<file path="src/rtl/uart_rx.sv">
`timescale 1ns/1ps
// uart_rx: oversampled UART receiver (start + DATA_BITS + stop, LSB first) with level-valid/read handshake.
// Define UART_RX_PARITY_EN to add a parity bit (even; odd when UART_RX_PARITY_ODD is also defined).
module uart_rx #(
    parameter int DATA_BITS  = 8,
    parameter int OVERSAMPLE = 16
) (
    input  logic                 clk,
    input  logic                 reset,
    input  logic                 tick_16x,
    input  logic                 rx,
    input  logic                 rx_read,
    output logic [DATA_BITS-1:0] rx_data,
    output logic                 rx_valid,
    output logic                 frame_error,
    output logic                 overrun_error,
    output logic                 parity_error
);

    localparam int TW = $clog2(OVERSAMPLE);
    localparam int BW = $clog2(DATA_BITS);
    localparam logic [TW-1:0] MID  = TW'(OVERSAMPLE / 2 - 1);
    localparam logic [TW-1:0] LAST = TW'(OVERSAMPLE - 1);

    typedef enum logic [2:0] {
        S_IDLE,
        S_START,
        S_DATA,
        S_PARITY,
        S_STOP
    } state_t;

    state_t                 r_state, w_state_next;
    logic                   r_rx_meta, r_rx_s;
    logic [TW-1:0]          r_tick_cnt, w_tick_next;
    logic [BW-1:0]          r_bit_cnt, w_bit_next;
    logic [DATA_BITS-1:0]   r_shift, w_shift_next;
    logic                   r_armed, w_armed_next;
    logic                   w_stop_eval;
    logic                   w_par_bad;
    logic                   w_load;
    logic [DATA_BITS-1:0]   r_rx_data;
    logic                   r_rx_valid, r_frame_err, r_overrun;

`ifdef UART_RX_PARITY_EN
`ifdef UART_RX_PARITY_ODD
    localparam logic PAR_ODD = 1'b1;
`else
    localparam logic PAR_ODD = 1'b0;
`endif
    logic r_par_bit, w_par_bit_next, r_parity_err;

    assign w_par_bad    = ((^r_shift) ^ r_par_bit) != PAR_ODD;
    assign parity_error = r_parity_err;

    always_ff @(posedge clk or negedge reset) begin
        if (!reset) begin
            r_par_bit    <= 1'b0;
            r_parity_err <= 1'b0;
        end else begin
            r_par_bit    <= w_par_bit_next;
            r_parity_err <= w_stop_eval && w_par_bad;
        end
    end
`else
    assign w_par_bad    = 1'b0;
    assign parity_error = 1'b0;
`endif

    // After a framing error the line must be seen high before a new start bit is accepted.
    always_comb begin
        w_state_next = r_state;
        w_tick_next  = r_tick_cnt;
        w_bit_next   = r_bit_cnt;
        w_shift_next = r_shift;
        w_armed_next = r_armed | r_rx_s;
        w_stop_eval  = 1'b0;
`ifdef UART_RX_PARITY_EN
        w_par_bit_next = r_par_bit;
`endif
        case (r_state)
            S_IDLE: begin
                if (!r_rx_s && r_armed) begin
                    w_state_next = S_START;
                    w_tick_next  = '0;
                end
            end
            S_START: begin
                if (tick_16x) begin
                    if (r_tick_cnt == MID) begin
                        w_tick_next  = '0;
                        w_bit_next   = '0;
                        w_state_next = r_rx_s ? S_IDLE : S_DATA;
                    end else begin
                        w_tick_next = r_tick_cnt + TW'(1);
                    end
                end
            end
            S_DATA: begin
                if (tick_16x) begin
                    if (r_tick_cnt == LAST) begin
                        w_tick_next  = '0;
                        w_shift_next = {r_rx_s, r_shift[DATA_BITS-1:1]};
                        w_bit_next   = r_bit_cnt + BW'(1);
                        if (r_bit_cnt == BW'(DATA_BITS - 1)) begin
`ifdef UART_RX_PARITY_EN
                            w_state_next = S_PARITY;
`else
                            w_state_next = S_STOP;
`endif
                        end
                    end else begin
                        w_tick_next = r_tick_cnt + TW'(1);
                    end
                end
            end
`ifdef UART_RX_PARITY_EN
            S_PARITY: begin
                if (tick_16x) begin
                    if (r_tick_cnt == LAST) begin
                        w_tick_next    = '0;
                        w_par_bit_next = r_rx_s;
                        w_state_next   = S_STOP;
                    end else begin
                        w_tick_next = r_tick_cnt + TW'(1);
                    end
                end
            end
`endif
            S_STOP: begin
                if (tick_16x) begin
                    if (r_tick_cnt == LAST) begin
                        w_tick_next  = '0;
                        w_stop_eval  = 1'b1;
                        w_state_next = S_IDLE;
                        if (!r_rx_s) w_armed_next = 1'b0;
                    end else begin
                        w_tick_next = r_tick_cnt + TW'(1);
                    end
                end
            end
            default: begin
                w_state_next = S_IDLE;
                w_tick_next  = '0;
            end
        endcase
    end

    assign w_load = w_stop_eval && r_rx_s && !w_par_bad;

    always_ff @(posedge clk or negedge reset) begin
        if (!reset) begin
            r_rx_meta   <= 1'b1;
            r_rx_s      <= 1'b1;
            r_state     <= S_IDLE;
            r_tick_cnt  <= '0;
            r_bit_cnt   <= '0;
            r_shift     <= '0;
            r_armed     <= 1'b1;
            r_rx_data   <= '0;
            r_rx_valid  <= 1'b0;
            r_frame_err <= 1'b0;
            r_overrun   <= 1'b0;
        end else begin
            r_rx_meta   <= rx;
            r_rx_s      <= r_rx_meta;
            r_state     <= w_state_next;
            r_tick_cnt  <= w_tick_next;
            r_bit_cnt   <= w_bit_next;
            r_shift     <= w_shift_next;
            r_armed     <= w_armed_next;
            r_frame_err <= w_stop_eval && !r_rx_s;
            r_overrun   <= w_load && r_rx_valid && !rx_read;
            if (w_load) begin
                r_rx_data  <= r_shift;
                r_rx_valid <= 1'b1;
            end else if (rx_read) begin
                r_rx_valid <= 1'b0;
            end
        end
    end

    assign rx_data       = r_rx_data;
    assign rx_valid      = r_rx_valid;
    assign frame_error   = r_frame_err;
    assign overrun_error = r_overrun;

endmodule

</file>
<file path="config.mk">
export PLATFORM = sky130hd
export DESIGN_NAME = uart_rx
export DESIGN_NICKNAME = d
export VERILOG_FILES = /design/src/rtl/uart_rx.sv
export SDC_FILE = /design/constraint.sdc
export NUM_CORES = 1
export LEC_CHECK = 0
export ABC_AREA = 1
export CELL_PAD_IN_SITES_DETAIL_PLACEMENT = 0
export CELL_PAD_IN_SITES_GLOBAL_PLACEMENT = 2
export CORE_AREA = 2 2 75 77
export CTS_CLUSTER_DIAMETER = 80
export DETAILED_ROUTE_END_ITERATION = 7
export DIE_AREA = 0 0 77 79
export GPL_TIMING_DRIVEN = 1
export MAX_ROUTING_LAYER = met4
export PLACE_DENSITY_LB_ADDON = 0.08
export SLEW_MARGIN = 5
export SYNTH_ARGS = -nofsm -noshare
export SYNTH_HDL_FRONTEND = slang
export SYNTH_SLANG_ARGS = --single-unit
</file>
<file path="constraint.sdc">
create_clock -name clk -period 1.41 [get_ports clk]
set_clock_uncertainty 0.1 [all_clocks]
set_input_delay 0.282 -clock clk [delete_from_list [all_inputs] [get_ports clk]]
set_output_delay 0.282 -clock clk [all_outputs]
set_load 0.02 [all_outputs]
</file>
## Word level (Yosys, flattened, before mapping)

Cells that the tools add are included.

| storage, ports and cells | value |
|---|---|
| bits in registers | 32 |
| input port bits | 5 |

| cells by class | value |
|---|---|
| add/sub/neg operators | 2 |
| bitwise gates (word level) | 1 |
| equality and inequality tests | 15 |
| muxes and demuxes | 30 |
| reduce and logical (&&, ||, !) cells | 15 |

Operators by type and width:

| cell | number |
|---|---|
| $mux 3 | 12 |
| $mux 4 | 5 |
| $ne 2x2->1 const B | 8 |
| $pmux 3 s4 | 1 |
| $pmux 4 s3 | 1 |
| $mux 1 | 9 |
| $reduce_and 8->1 | 1 |
| $eq 3x3->1 const B | 2 |
| $pmux 3 s2 | 1 |
| $reduce_and 3->1 | 2 |
| $logic_and 1x1->1 | 5 |
| $reduce_and 5->1 | 1 |
| $add 4x1->4 const B | 1 |
| $eq 4x3->1 const B | 1 |
| $eq 4x4->1 const B | 1 |
| $reduce_bool 2->1 | 2 |
| $add 3x1->3 const B | 1 |
| $eq 3x1->1 const B | 1 |
| $eq 3x2->1 const B | 1 |
| $logic_not 3->1 | 1 |
| $logic_not 1->1 | 2 |
| $mux 2 | 1 |
| $ne 2x1->1 const B | 1 |
| $reduce_or 2->1 | 1 |
| $or 1x1->1 | 1 |

## Longest topological paths before layout

Gate-level depths: netlist (run 1).

| depth | value |
|---|---|
| depth in word-level cells | 7 |
| depth in mapped cells | 9 |
| gate-level depth less buffers | 9 |

## Worst setup path before layout (run 1)

Ideal clock, no wire load.

| timing path | value |
|---|---|
| kind | register to register |
| start | reg r_tick_cnt[0] |
| end | reg r_state[1] |
| slack | -41 ps |
| stages on the path, launching flop included | 9 |
| buffers on the path | 0 |
| data arrival time | 1,234 ps |
| cells stage by stage | dfrtp_1 ha_1 nand3_4 nor2_8 nor2_1 nor2_4 nand2_1 nand2_1 nand2_1 |

| on the way | value |
|---|---|
| longest elaborated chain between the ends | 3 |

RTL lines:

| item | line | text |
|---|---|---|
| start, declared | 35 | `logic [TW-1:0] r_tick_cnt, w_tick_next;` |
| start signal, assigned | 168 | `r_tick_cnt <= w_tick_next;` |
| $eq 4x4->1 or $eq 4x3->1 (tied branches) | 101, 132, 90 |  |
| $ne 2x2->1 (no line) | - |  |
| $reduce_and 8->1 (no line) (*) | - |  |
| end signal, assigned | 167 | `r_state <= w_state_next;` |
| end, declared | 33 | `state_t r_state, w_state_next;` |

Mark *: on every way between the ends. The rest lies on a longest branch, timed or not.
A chain may end at the register's enable or synchronous reset.

## Worst setup path after layout (run 1)

| timing path | value |
|---|---|
| start | reg r_tick_cnt[1] |
| end | reg r_rx_data[0], in the netlist rx_data[0] |

| on the way | value |
|---|---|
| longest elaborated chain between the ends | 5 |

RTL lines:

| item | line | text |
|---|---|---|
| $eq 4x4->1 | 132 | `if (r_tick_cnt == LAST) begin` |
| $mux 1 | 132 |  |
| $mux 1 | 131 | `if (tick_16x) begin` |
| $mux 1 | 81 | `case (r_state)` |
| $logic_and 1x1->1 | 149 | `assign w_load = w_stop_eval && r_rx_s && !w_par_bad;` |
| end signal, assigned | 175 | `r_rx_data <= r_shift;` |
| end, declared | 42 | `logic [DATA_BITS-1:0] r_rx_data;` |

No other way between the ends.

==> impl_metrics.xml, run 1 <==
<?xml version="1.0" encoding="UTF-8"?>
<metrics>
  <group name="run_status">
    <metric name="result_of_the_run" unit="">finished with violations</metric>
    <metric name="failed_checks" unit="">negative setup slack</metric>
  </group>
  <group name="power">
    <metric name="peakVddDrop" unit="µV">461.6</metric>
    <metric name="p_total" unit="µW">2966</metric>
    <metric name="power_density_over_the_cells" unit="nW/µm²">1338</metric>
    <metric name="power_report.internal_total" unit="µW">1856</metric>
    <metric name="p_seq_share" unit="%">36.9</metric>
    <metric name="netSwitchingPower" unit="µW">1110</metric>
    <metric name="share_comb_of_total_power" unit="%">39.1</metric>
    <metric name="power_leakage" unit="µW">0.001063</metric>
    <metric name="share_clk_of_total_power" unit="%">24.0</metric>
    <metric name="switching_share" unit="%">37.42</metric>
  </group>
  <group name="logic_synthesis">
    <metric name="post_synthesis_cell_area" unit="µm²">1572</metric>
    <metric name="synth_ff_type" unit="">dfrtp_1</metric>
    <metric name="post_synthesis_compound_gate_area_fraction" unit="%">8.599</metric>
    <metric name="synth.distinct_cells" unit="">27</metric>
    <metric name="synth_top_family_by_area" unit="">simple AND/OR/NAND/NOR gates</metric>
    <metric name="netlist_instances" unit="">175</metric>
    <metric name="synth-xor-area-share" unit="%">1.115</metric>
    <metric name="yosysSeqAreaShare" unit="%">51.19</metric>
    <metric name="synth-edff-count" unit="">0</metric>
    <metric name="ys_async_sr_fraction" unit="%">100.0</metric>
    <metric name="post_synth.cell_area_avg" unit="µm²">8.980</metric>
    <metric name="post-synth-top-area-cell" unit="">dfrtp_1</metric>
    <metric name="synthMuxAreaShare" unit="%">0</metric>
    <metric name="synth.ff_latch_count" unit="">32</metric>
    <metric name="syn-num-nets" unit="">183</metric>
    <metric name="count_of_synthesis_stage_warnings_from_yosys" unit="">0</metric>
    <metric name="synth_adder_area_share" unit="%">2.389</metric>
    <metric name="synthTopCellsByArea" unit="">dfrtp_1 (46%), nand2_1 (13%), dfstp_2 (5.0%)</metric>
    <metric name="post_synth_and_or_nand_nor_area_fraction" unit="%">29.30</metric>
    <metric name="synth_top_area_share" unit="%">46.18</metric>
  </group>
  <group name="cts">
    <metric name="cts.reportedPaths.clkPinSlew" unit="ns">0.08</metric>
    <metric name="cts_hold_repair.buffers" unit="">0</metric>
    <metric name="cts_tree" unit="">done</metric>
    <metric name="h-tree-depth" unit="">2</metric>
    <metric name="ctsLongestPathBuffers" unit="">2</metric>
    <metric name="cts-buffers-inserted" unit="">5</metric>
    <metric name="clkSinkCount" unit="">32</metric>
    <metric name="ctsRootBufferMaster" unit="">clkbuf_8</metric>
    <metric name="clkLatencyLatePin" unit="ns">0.28</metric>
  </group>
  <group name="floorplanning">
    <metric name="ioPinCount" unit="">17</metric>
    <metric name="die-area" unit="µm²">6083</metric>
    <metric name="core_region" unit="µm²">5338</metric>
    <metric name="die_width" unit="µm">77</metric>
    <metric name="die_height" unit="µm">79</metric>
    <metric name="start_util" unit="%">29.44</metric>
    <metric name="floorplan.rows" unit="">27</metric>
  </group>
  <group name="setup_path">
    <metric name="worst-endpoint-arrival" unit="ns">1.56</metric>
    <metric name="cp.required" unit="ns">1.49</metric>
    <metric name="criticalPathCategory" unit="">flop to flop</metric>
    <metric name="critPathMaxFanout" unit="">5</metric>
    <metric name="kind_of_end_point_of_the_critical_path" unit="">flop</metric>
    <metric name="cp-start-kind" unit="">flop</metric>
  </group>
  <group name="placed_design">
    <metric name="dpl.hpwl" unit="mm">2.311</metric>
    <metric name="weighted_congestion_reported_at_the_end_of_routability_driven_placement" unit="">0.7884</metric>
    <metric name="port-buffer-count" unit="">15</metric>
  </group>
  <group name="global_route">
    <metric name="initial_antenna_violation_count" unit="">0</metric>
    <metric name="globalRouteTotalUtil" unit="%">13.93</metric>
    <metric name="global_route.overflow_total" unit="">0</metric>
    <metric name="grt_max_degree" unit="">33</metric>
    <metric name="first_global_vias" unit="">1319</metric>
    <metric name="global_route_wire_length_before_repair" unit="mm">6.410</metric>
  </group>
  <group name="finish">
    <metric name="syn2layout_area_growth" unit="%">41.00</metric>
    <metric name="insertedDiodeCount" unit="">0</metric>
    <metric name="drive_gt1_share" unit="%">39.01</metric>
    <metric name="nNetsFinal" unit="">230</metric>
    <metric name="utilization" unit="%">41.51</metric>
  </group>
  <group name="detailed_routing">
    <metric name="num_vias" unit="">1269</metric>
    <metric name="drt.antenna.violating_nets" unit="">0</metric>
    <metric name="route.detailed.drc" unit="">0</metric>
    <metric name="length_of_the_first_detailed_routing_pass_in_iterations" unit="">4</metric>
    <metric name="avgViaCountPerCell" unit="">4.302</metric>
    <metric name="dr.first_iter.drc_count" unit="">57</metric>
    <metric name="wire_per_inst" unit="µm">12.06</metric>
    <metric name="routed_wirelength" unit="mm">3.559</metric>
  </group>
  <group name="sta">
    <metric name="fin_crit" unit="ns">1.487</metric>
    <metric name="setup-violations-final" unit="">13</metric>
    <metric name="clock.fmax" unit="MHz">672.5</metric>
    <metric name="post-route-period-util" unit="%">105.5</metric>
    <metric name="grt_setup_unrepaired" unit="">true</metric>
    <metric name="timing.final.ws_setup" unit="ns">-0.07698</metric>
    <metric name="hold_violations" unit="">0</metric>
    <metric name="final_max_slew_viol_count" unit="">0</metric>
  </group>
  <group name="min_path">
    <metric name="min_path_type" unit="">input port to async pin</metric>
  </group>
  <group name="job">
    <metric name="cap_viol_max_count" unit="">0</metric>
  </group>
</metrics>
==> cell type report <==
| class | count | area (µm²) |
|---|---|---|
| timing repair buffer | 40 | 372.9 |
| sequential | 32 | 805.8 |
| multi-input combinational | 121 | 774.5 |
| clock inverter | 3 | 18.77 |
| inverter | 22 | 85.08 |
| clock buffer | 5 | 68.82 |
| fill | 569 | 3122 |
| tap | 72 | 90.09 |
==> metrics by stage <==
stage / TNS (ns) / setup slack (ns) / std cells / instance area (µm²) / hold WS [ns]
6_report: -0.6398 / -0.07698 / 295 / 2216 / 0.2430
5_1_grt: -3.022 / -0.1683 / 295 / 2216 / 0.2613
4_1_cts: -0.6711 / -0.09034 / 291 / 2116 / 0.2589
3_5_place_dp: -7.989 / -0.3745 / 278 / 1949 / 0.2535
3_3_place_gp: -7.926 / -0.3555 / 278 / 1949 / 0.2477
2_1_floorplan: 0 / 0.03057 / 175 / 1584 / -0.1136
==> timing repair <==
item | in CTS | in global routing
pin swaps | 3 | 13
cloned | 3 | 0
gates resized for setup | 23 | 28
endpoints found under the setup margin | 31 | 36
setup buffers | 2 | 4
==> worst paths after layout <==
path,start,end,slack [ns],cells past startpoint
max in group asynchronous,reset,r_rx_s,0.70,2
min,reset,r_tick_cnt[3],0.24,2
max reg2reg,r_tick_cnt[1],rx_data[0],-0.08,7
max,r_tick_cnt[1],rx_data[0],-0.08,7
min in group clk,r_rx_meta,r_rx_s,0.26,0
min reg2reg,r_rx_meta,r_rx_s,0.26,0
==> per-layer routing <==
| layer | vias up | track usage [%] | wire [µm] | part of all wire (%) |
|---|---|---|---|---|
| met4 | 0 | 4.286 | 25 | 0.70 |
| met5 | - | - | 0 | 0 |
| li1 | 651 | - | - | - |
| met1 | 600 | 18.44 | 1798 | 51 |
| met3 | 2 | 3.182 | 103 | 2.9 |
| met2 | 16 | 21.49 | 1632 | 46 |
==> critical path, cell delays in order, from the launching register on <==
cell and delay (ns):
dfrtp_1 0.39, ha_4 0.18, nand3_4 0.12, nor2_8 0.18, buf_12 0.14, nand3_4 0.13, nand2_1 0.10, o21ai_2 0.05
==> synth_stat cells, types with 2 or more instances <==
library cell   n
nand4_1        2
a21oi_1        2
nand2_1       55
nand3_4        2
dfstp_2        3
o21ai_0        3
nand3_1       10
nor2_1        10
dfrtp_1       29
o21ai_1        8
nor2_4         3
buf_6          2
nand3b_1       3
o21ai_2        8
inv_1         21
ha_1           3
==> kinds of logic (layout without fill, tap and decap cells) <==
logic type,Yosys count,in the layout
and+or+nand+nor,91,94
DFF,32,32
buffers and inverters,25,70
adders and majority gates,3,3
AOI/OAI and AO/OA,21,21
other,1,1
xor gates and xnor gates,2,2
==> power groups by stage <==
stage	clock, µW	combinational, µW	sequential [µW]
CTS	746	1030	1090
finish	712	1160	1090
global placement	0	995	1100
detailed placement	0	998	1110
global route	790	1330	1110
floorplan	0	578	1110
==> sequential cells by signal (all words and copies together) (netlist names) <==
register,cells
r_bit_cnt,3
r_tick_cnt,4
rx_data,8
r_shift,8
r_armed,1
r_rx_meta,1
overrun_error,1
r_rx_s,1
frame_error,1
r_state,3
rx_valid,1
==> cells in the final DEF, fill, tap and decap left out, drive strengths merged, types with 4 or more instances in the layout <==
master,instances
nor2,15
dfrtp,29
o21ai,19
clkdlybuf4s50,4
nand3,16
clkdlybuf4s15,6
nand2,56
inv,22
buf,25
dlygate4sd2,4
clkbuf,6
Power figures use the tool's default switching activity.
==> run 2, diff against run 1 <==
- ABC_CLOCK_PERIOD_IN_PS: unset -> 1410
- SLEW_MARGIN: 5 -> unset
==> results of run 2 <==
Same layout as run 1: the final DEF is identical, and so are final timing and power.
